==> src/rtl/mdu.sv <==
// The multiply/divide unit top level is mdu_iter (rtl/mdu_iter.sv); this file declares nothing.

==> src/rtl/mdu_pkg.sv <==
// Shared definitions for the iterative multiply/divide unit: op codes, FSM states
// and the signed-divide overflow detector.
package mdu_pkg;

  localparam logic [3:0] OP_MULT  = 4'd0;
  localparam logic [3:0] OP_MULTU = 4'd1;
  localparam logic [3:0] OP_DIV   = 4'd2;
  localparam logic [3:0] OP_DIVU  = 4'd3;
  localparam logic [3:0] OP_MFHI  = 4'd4;
  localparam logic [3:0] OP_MFLO  = 4'd5;
  localparam logic [3:0] OP_MTHI  = 4'd6;
  localparam logic [3:0] OP_MTLO  = 4'd7;
  localparam logic [3:0] OP_MADD  = 4'd8;
  localparam logic [3:0] OP_MADDU = 4'd9;
  localparam logic [3:0] OP_MSUB  = 4'd10;
  localparam logic [3:0] OP_MSUBU = 4'd11;

  typedef enum logic [1:0] {
    ST_IDLE,
    ST_MUL,
    ST_DIV
  } state_e;

  // True when a / b is the one signed quotient that does not fit: -2^(w-1) / -1.
  function automatic logic div_overflow(input logic [63:0] a, input logic [63:0] b,
                                        input int unsigned width);
    logic [63:0] mask;
    logic [63:0] min_neg;
    mask    = {64{1'b1}} >> (64 - width);
    min_neg = 64'd1 << (width - 1);
    return ((a & mask) == min_neg) && ((b & mask) == mask);
  endfunction

endpackage

==> src/rtl/mdu_iter_if.sv <==
// E-stage to MDU signal bundle; the pipeline drives master, the MDU is slave.
interface mdu_iter_if #(
  parameter int WIDTH = 32
);
  logic             start;
  logic             req;
  logic [3:0]       op;
  logic [WIDTH-1:0] a;
  logic [WIDTH-1:0] b;
  logic             busy;
  logic [WIDTH-1:0] out;

  modport master (output start, req, op, a, b, input busy, out);
  modport slave  (input start, req, op, a, b, output busy, out);
endinterface

==> src/rtl/mdu_div_iter.sv <==
// Radix-2 restoring divider on operand magnitudes: WIDTH iterations after go,
// then done is held for one cycle with sign-fixed quotient/remainder on quo/rem.
module mdu_div_iter
  import mdu_pkg::*;
#(
  parameter int WIDTH = 32
) (
  input  logic             clk,
  input  logic             reset,
  input  logic             go,
  input  logic             is_signed,
  input  logic [WIDTH-1:0] a,
  input  logic [WIDTH-1:0] b,
  output logic             done,
  output logic [WIDTH-1:0] quo,
  output logic [WIDTH-1:0] rem
);

  localparam int CW = $clog2(WIDTH + 1);

  logic             active_q, active_d;
  logic [CW-1:0]    cnt_q, cnt_d;
  logic [WIDTH-1:0] rem_q, rem_d;
  logic [WIDTH-1:0] quo_q, quo_d;
  logic [WIDTH-1:0] dvs_q, dvs_d;
  logic [WIDTH-1:0] a_q, a_d;
  logic             negq_q, negq_d;
  logic             negr_q, negr_d;
  logic             zero_q, zero_d;
  logic             ovf_q, ovf_d;

  logic             a_neg, b_neg;
  logic [WIDTH:0]   shifted, diff;

  always_comb begin
    active_d = active_q;
    cnt_d    = cnt_q;
    rem_d    = rem_q;
    quo_d    = quo_q;
    dvs_d    = dvs_q;
    a_d      = a_q;
    negq_d   = negq_q;
    negr_d   = negr_q;
    zero_d   = zero_q;
    ovf_d    = ovf_q;

    a_neg   = is_signed & a[WIDTH-1];
    b_neg   = is_signed & b[WIDTH-1];
    shifted = {rem_q, quo_q[WIDTH-1]};
    diff    = shifted - {1'b0, dvs_q};

    if (go) begin
      active_d = 1'b1;
      cnt_d    = CW'(WIDTH);
      rem_d    = '0;
      quo_d    = a_neg ? -a : a;
      dvs_d    = b_neg ? -b : b;
      a_d      = a;
      negq_d   = a_neg ^ b_neg;
      negr_d   = a_neg;
      zero_d   = (b == '0);
      ovf_d    = is_signed & div_overflow(64'(a), 64'(b), WIDTH);
    end else if (active_q) begin
      if (cnt_q != '0) begin
        // quo_q doubles as the dividend shift register; quotient bits enter at the bottom
        rem_d = diff[WIDTH] ? shifted[WIDTH-1:0] : diff[WIDTH-1:0];
        quo_d = {quo_q[WIDTH-2:0], ~diff[WIDTH]};
        cnt_d = cnt_q - CW'(1);
      end else begin
        active_d = 1'b0;
      end
    end
  end

  always_comb begin
    done = active_q & (cnt_q == '0);
    if (zero_q) begin
      quo = '1;
      rem = a_q;
    end else if (ovf_q) begin
      quo = a_q;
      rem = '0;
    end else begin
      quo = negq_q ? -quo_q : quo_q;
      rem = negr_q ? -rem_q : rem_q;
    end
  end

  always_ff @(posedge clk) begin
    if (reset) begin
      active_q <= 1'b0;
      cnt_q    <= '0;
      rem_q    <= '0;
      quo_q    <= '0;
      dvs_q    <= '0;
      a_q      <= '0;
      negq_q   <= 1'b0;
      negr_q   <= 1'b0;
      zero_q   <= 1'b0;
      ovf_q    <= 1'b0;
    end else begin
      active_q <= active_d;
      cnt_q    <= cnt_d;
      rem_q    <= rem_d;
      quo_q    <= quo_d;
      dvs_q    <= dvs_d;
      a_q      <= a_d;
      negq_q   <= negq_d;
      negr_q   <= negr_d;
      zero_q   <= zero_d;
      ovf_q    <= ovf_d;
    end
  end

endmodule

==> src/rtl/mdu_iter.sv <==
// Multiply/divide unit holding HI/LO: multi-cycle mult/madd/msub family with a
// pending result register, and an iterative divider sub-module.
module mdu_iter
  import mdu_pkg::*;
#(
  parameter int WIDTH   = 32,
  parameter int MUL_LAT = 5
) (
  input logic       clk,
  input logic       reset,
  mdu_iter_if.slave bus
);

  localparam int CW = (MUL_LAT > 1) ? $clog2(MUL_LAT) : 1;

  state_e             state_q, state_d;
  logic               busy_q, busy_d;
  logic [WIDTH-1:0]   hi_q, hi_d;
  logic [WIDTH-1:0]   lo_q, lo_d;
  logic [2*WIDTH-1:0] pend_q, pend_d;
  logic [CW-1:0]      cnt_q, cnt_d;

  logic               accept, mul_op, div_op, op_signed, op_acc, op_sub;
  logic [2*WIDTH-1:0] ext_a, ext_b, prod, acc;
  logic               div_go, div_done;
  logic [WIDTH-1:0]   div_quo, div_rem;

  always_comb begin
    mul_op    = 1'b0;
    div_op    = 1'b0;
    op_signed = 1'b0;
    op_acc    = 1'b0;
    op_sub    = 1'b0;
    case (bus.op)
      OP_MULT:  begin mul_op = 1'b1; op_signed = 1'b1; end
      OP_MULTU: mul_op = 1'b1;
      OP_DIV:   begin div_op = 1'b1; op_signed = 1'b1; end
      OP_DIVU:  div_op = 1'b1;
      OP_MADD:  begin mul_op = 1'b1; op_signed = 1'b1; op_acc = 1'b1; end
      OP_MADDU: begin mul_op = 1'b1; op_acc = 1'b1; end
      OP_MSUB:  begin mul_op = 1'b1; op_signed = 1'b1; op_acc = 1'b1; op_sub = 1'b1; end
      OP_MSUBU: begin mul_op = 1'b1; op_acc = 1'b1; op_sub = 1'b1; end
      default:  ;
    endcase

    accept = bus.start & ~bus.req & ~busy_q;
    div_go = accept & div_op;
    // sign-extending to 2*WIDTH makes the truncated unsigned product the signed one
    ext_a  = op_signed ? {{WIDTH{bus.a[WIDTH-1]}}, bus.a} : {{WIDTH{1'b0}}, bus.a};
    ext_b  = op_signed ? {{WIDTH{bus.b[WIDTH-1]}}, bus.b} : {{WIDTH{1'b0}}, bus.b};
    prod   = ext_a * ext_b;
    acc    = {hi_q, lo_q};
  end

  always_comb begin
    state_d = state_q;
    busy_d  = busy_q;
    hi_d    = hi_q;
    lo_d    = lo_q;
    pend_d  = pend_q;
    cnt_d   = cnt_q;
    case (state_q)
      ST_IDLE: begin
        if (accept && mul_op) begin
          state_d = ST_MUL;
          busy_d  = 1'b1;
          cnt_d   = CW'(MUL_LAT - 1);
          pend_d  = op_acc ? (op_sub ? acc - prod : acc + prod) : prod;
        end else if (div_go) begin
          state_d = ST_DIV;
          busy_d  = 1'b1;
        end else if (!bus.start && !bus.req) begin
          if (bus.op == OP_MTHI) hi_d = bus.a;
          if (bus.op == OP_MTLO) lo_d = bus.a;
        end
      end
      ST_MUL: begin
        if (cnt_q == '0) begin
          {hi_d, lo_d} = pend_q;
          state_d      = ST_IDLE;
          busy_d       = 1'b0;
        end else begin
          cnt_d = cnt_q - CW'(1);
        end
      end
      ST_DIV: begin
        if (div_done) begin
          hi_d    = div_rem;
          lo_d    = div_quo;
          state_d = ST_IDLE;
          busy_d  = 1'b0;
        end
      end
      default: begin
        state_d = ST_IDLE;
        busy_d  = 1'b0;
      end
    endcase
  end

  always_ff @(posedge clk) begin
    if (reset) begin
      state_q <= ST_IDLE;
      busy_q  <= 1'b0;
      hi_q    <= '0;
      lo_q    <= '0;
      pend_q  <= '0;
      cnt_q   <= '0;
    end else begin
      state_q <= state_d;
      busy_q  <= busy_d;
      hi_q    <= hi_d;
      lo_q    <= lo_d;
      pend_q  <= pend_d;
      cnt_q   <= cnt_d;
    end
  end

  mdu_div_iter #(.WIDTH(WIDTH)) u_div (
    .clk      (clk),
    .reset    (reset),
    .go       (div_go),
    .is_signed(op_signed),
    .a        (bus.a),
    .b        (bus.b),
    .done     (div_done),
    .quo      (div_quo),
    .rem      (div_rem)
  );

  always_comb begin
    case (bus.op)
      OP_MFHI: bus.out = hi_q;
      OP_MFLO: bus.out = lo_q;
      default: bus.out = '0;
    endcase
  end

  assign bus.busy = busy_q;

endmodule

==> src/flat_wrapper.sv <==
// flat-port wrapper written by rule: the top's interface ports become plain ports
module mdu_iter_flat import mdu_pkg::*;
#(
  parameter int WIDTH   = 32,
  parameter int MUL_LAT = 5
)
  (clk, reset, bus_start, bus_req, bus_op, bus_a, bus_b, bus_busy, bus_out);
  mdu_iter_if #(.WIDTH(WIDTH)) bus_i ();
  input logic clk;
  input logic reset;
  input wire logic [$bits(bus_i.start)-1:0] bus_start;
  input wire logic [$bits(bus_i.req)-1:0] bus_req;
  input wire logic [$bits(bus_i.op)-1:0] bus_op;
  input wire logic [$bits(bus_i.a)-1:0] bus_a;
  input wire logic [$bits(bus_i.b)-1:0] bus_b;
  output wire logic [$bits(bus_i.busy)-1:0] bus_busy;
  output wire logic [$bits(bus_i.out)-1:0] bus_out;
  assign bus_i.start = bus_start;
  assign bus_i.req = bus_req;
  assign bus_i.op = bus_op;
  assign bus_i.a = bus_a;
  assign bus_i.b = bus_b;
  assign bus_busy = bus_i.busy;
  assign bus_out = bus_i.out;
  mdu_iter #(.WIDTH(WIDTH), .MUL_LAT(MUL_LAT)) u_core (.clk(clk), .reset(reset), .bus(bus_i));
endmodule
==> config.mk <==
export PLATFORM = sky130hd
export DESIGN_NAME = mdu_iter_flat
export DESIGN_NICKNAME = d
export VERILOG_FILES = /design/src/rtl/mdu.sv /design/src/rtl/mdu_pkg.sv /design/src/rtl/mdu_iter_if.sv /design/src/rtl/mdu_div_iter.sv /design/src/rtl/mdu_iter.sv /design/src/flat_wrapper.sv
export SDC_FILE = /design/constraint.sdc
export NUM_CORES = 2
export LEC_CHECK = 0
export CAP_MARGIN = 10
export CORE_MARGIN = 5
export CORE_UTILIZATION = 60
export DETAILED_ROUTE_END_ITERATION = 16
export GPL_TIMING_DRIVEN = 1
export PLACE_DENSITY = 0.85
export SETUP_SLACK_MARGIN = 0.15
export SYNTH_ARGS = -nofsm -noshare
export SYNTH_HDL_FRONTEND = slang
export SYNTH_SLANG_ARGS = --single-unit
==> constraint.sdc <==
create_clock -name clk -period 16.6 [get_ports clk]
set_input_delay 2.49 -clock clk [delete_from_list [all_inputs] [get_ports clk]]
set_output_delay 2.49 -clock clk [all_outputs]
set_load 0.05 [all_outputs]
==> out/results.txt <==
outcome -> finished clean
Slew Limit Fails -> 0
Post-synth EDFFs -> 0
syn avg cell area -> 8.36 sq um
critical-path maximum fanout -> 21
H-tree Lvls -> 2
WL final -> 236000 microns
largest net degree at the start of global routing -> 86
Peak Freq -> 63.3 MHz
synth-to-layout area growth -> 5.58%
die width -> 352 microns
share of cells above drive strength 1 -> 0.0477
final setup violation count -> 0
Slew @ Worst Pin -> 1.22 ns
adder and majority gate portion of the synthesized area -> 0.481
WP data arrival -> 16.20 ns
Via density -> 6.19
Setup Skew -> 0.0226 ns
port bufs -> 104
area leader, netlist -> fa_1
Critical-path top delay cell -> clkdlybuf4s50_1
clk root buf -> clkbuf_16
fin crit period -> 15.79 ns
portion of synthesized cell area occupied by the leading cell type -> 0.407
cell mode on critical path -> fa_1
Final TNS setup -> 0 ns
CP Launch Type -> primary input
post-synth cell types -> 97
placed cells -> 9742
final core occ -> 0.637
fin nets -> 10.2k
clock buffer depth -> 3
effective utilization at floorplan -> 0.604
router iterations before antenna repair -> 7
RSZ-0062 raised after global routing -> false
#FFs+latches synth -> 273
CTS tree -> yes
Placer Congestion -> 1.07
post-synthesis async set-or-reset flop share -> 0
compound-gate portion of the synthesized area -> 0.111
vias in the first global route -> 64.1k
GRT Util Overall -> 0.381
antenna viol nets, final -> 0
post-synthesis simple-gate area fraction -> 0.167
final hold violations -> 0
relative slew slack -> 0.184
final non-filler cell total -> 9820
Syn Std Cell Area -> 70100 sq um
largest family of logic cells by synthesized area -> adder cells
warnings from Yosys -> 0
clock sink count -> 273
post-CTS setup buffer count -> 0
Area contributors post-synth -> fa_1, inv_1, dfxtp_1
Iter 0 DRT Violations -> 6720
initial antenna violation count -> 10
Max Cap Viol -> 0
Core Box Area -> 116000 sq um
Die Ht -> 352 microns
clock-pin slew on the worst setup and hold paths -> 0.06 ns
DRC -> 0
Via Count -> 60.8k
syn nets -> 10.3k
Detail Placement HPWL -> 190000 microns
total CTS buffers -> 36
sequential cell area fraction in the yosys report -> 0.0779
Die Area -> 124000 sq um
fraction of the cycle the final worst path needs -> 0.951
multiplexer share of the synthesized area -> 0.00253
IO Pins -> 105
XOR/XNOR Fraction of Synth Area -> 0.0446
required time worst endpoint -> 17.02 ns
later-pin clock latency in the skew report -> 0.57 ns
worst hold margin -> 0.463 ns
Crit. End Element -> flip-flop
kind of critical path -> in2reg
first-pass GRT wire length -> 368000 microns
worst min-delay path class -> reg2reg
wire per inst -> 24.1 microns
final global-route overflow total -> 0
Placement Rows -> 125
post-synthesis instance total -> 8390
Critical Path Max Stage Delay -> 1.06 ns
Post-synth top flop -> dfxtp_1
path summary, 6_finish.rpt:
path | from | to | slack (ns) | depth (start not counted)
setup / recovery | bus_b[19] | u_core.pend_q[62] | 0.81 | 46
hold / removal | u_core.u_div.dvs_q[31] | u_core.u_div.dvs_q[31] | 0.46 | 2
setup reg to reg | u_core.u_div.quo_q[31] | u_core.u_div.rem_q[29] | 11.76 | 17
hold reg to reg | u_core.u_div.dvs_q[31] | u_core.u_div.dvs_q[31] | 0.46 | 2
cell type report:
type / instances / area [sq um]
diodes: 16 / 40.0
clock buffers: 51 / 1050
clock inverters: 9 / 109
fillers: 9595 / 42200
inverters: 1666 / 6250
multi-input cells: 5947 / 56600
flip-flops and latches: 273 / 5470
well taps: 1524 / 1910
repair buffers: 334 / 2670
critical path: cells and delay by family:
family	cells	cell delay, ns
AOI/OAI and AO/OA	17	4.17
buffers and inverters	9	1.50
xor gates and xnor gates	3	1.03
and+or+nand+nor	5	1.83
adders and majority gates	12	5.16
synthesized netlist by cell type (40+ instances only):
cell	count
o21ai_0	264
a21o_1	90
and3_1	45
inv_1	1665
a22o_1	40
fa_1	1426
a311oi_1	129
nand2_1	1292
nand3_1	97
xnor2_1	185
a21oi_1	295
a211oi_1	69
nor2_1	425
clkbuf_1	378
buf_1	100
nand4_1	44
xor2_1	172
dfxtp_1	273
o31ai_1	51
and2_1	343
ha_1	411
nor3_1	88
layer usage:
| layer | vias up | GRT usage | share of wire | routed length [microns] |
|---|---|---|---|---|
| met5 | - | 0 | 0.000038 | 9 |
| met4 | 2 | 0.248 | 0.081 | 19200 |
| met3 | 1072 | 0.0843 | 0.11 | 26100 |
| met2 | 3902 | 0.606 | 0.45 | 106000 |
| met1 | 30100 | 0.473 | 0.36 | 84800 |
| li1 | 25700 | - | - | - |
kinds of logic (layout without fill, tap and decap cells):
| group | Yosys count | after routing |
|---|---|---|
| AOI/OAI and AO/OA | 1168 | 1168 |
| xor gates and xnor gates | 357 | 357 |
| adders and majority gates | 1840 | 1840 |
| buffers and inverters | 2170 | 2060 |
| DFF | 273 | 273 |
| muxes | 17 | 17 |
| other | 0 | 16 |
| and+or+nand+nor | 2565 | 2565 |
state kept, by name, indices dropped and copies added, names as in the netlist:
signal / cells
u_core.bus.busy: 1
u_core.cnt_q: 3
u_core.hi_q: 32
u_core.lo_q: 32
u_core.pend_q: 64
u_core.state_q: 2
u_core.u_div.a_q: 32
u_core.u_div.active_q: 1
u_core.u_div.cnt_q: 6
u_core.u_div.dvs_q: 32
u_core.u_div.negq_q: 1
u_core.u_div.negr_q: 1
u_core.u_div.ovf_q: 1
u_core.u_div.quo_q: 32
u_core.u_div.rem_q: 32
u_core.u_div.zero_q: 1
cell usage in the layout (no fill, tap or decap), types with 40 or more instances in the layout:
cell type and instances:
o21ai_0 263, fa_1 1426, a311oi_1 129, nand3_1 96, and2_1 340, o31ai_1 51
buf_4 225, clkdlybuf4s50_1 67, a21o_1 90, nor3_1 88, dfxtp_1 271, a21oi_1 295
nand2_1 1290, and3_1 45, xnor2_1 185, nor2_1 422, a22o_1 40, inv_1 1665
ha_1 408, a211oi_1 68, xor2_1 172, nand4_1 44
repair_timing:
action | 4_1_cts | 5_1_grt
hold endpoints to repair | 0 | 0
hold buffers | 0 | 0
resized for setup | 0 | 5
setup endpoints to repair | 0 | 2
through the flow:
step / area (sq um) / worst slack, ns
final: 74100 / 0.813
after global routing: 74000 / 0.275
after CTS: 74000 / 0.751
after detailed placement: 72800 / 0.227
after global placement: 72800 / 0.219
after floorplan: 70100 / 2.06
Power is not shown: default switching activity piles up to over one toggle a cycle in this logic, so the estimate is an artifact.
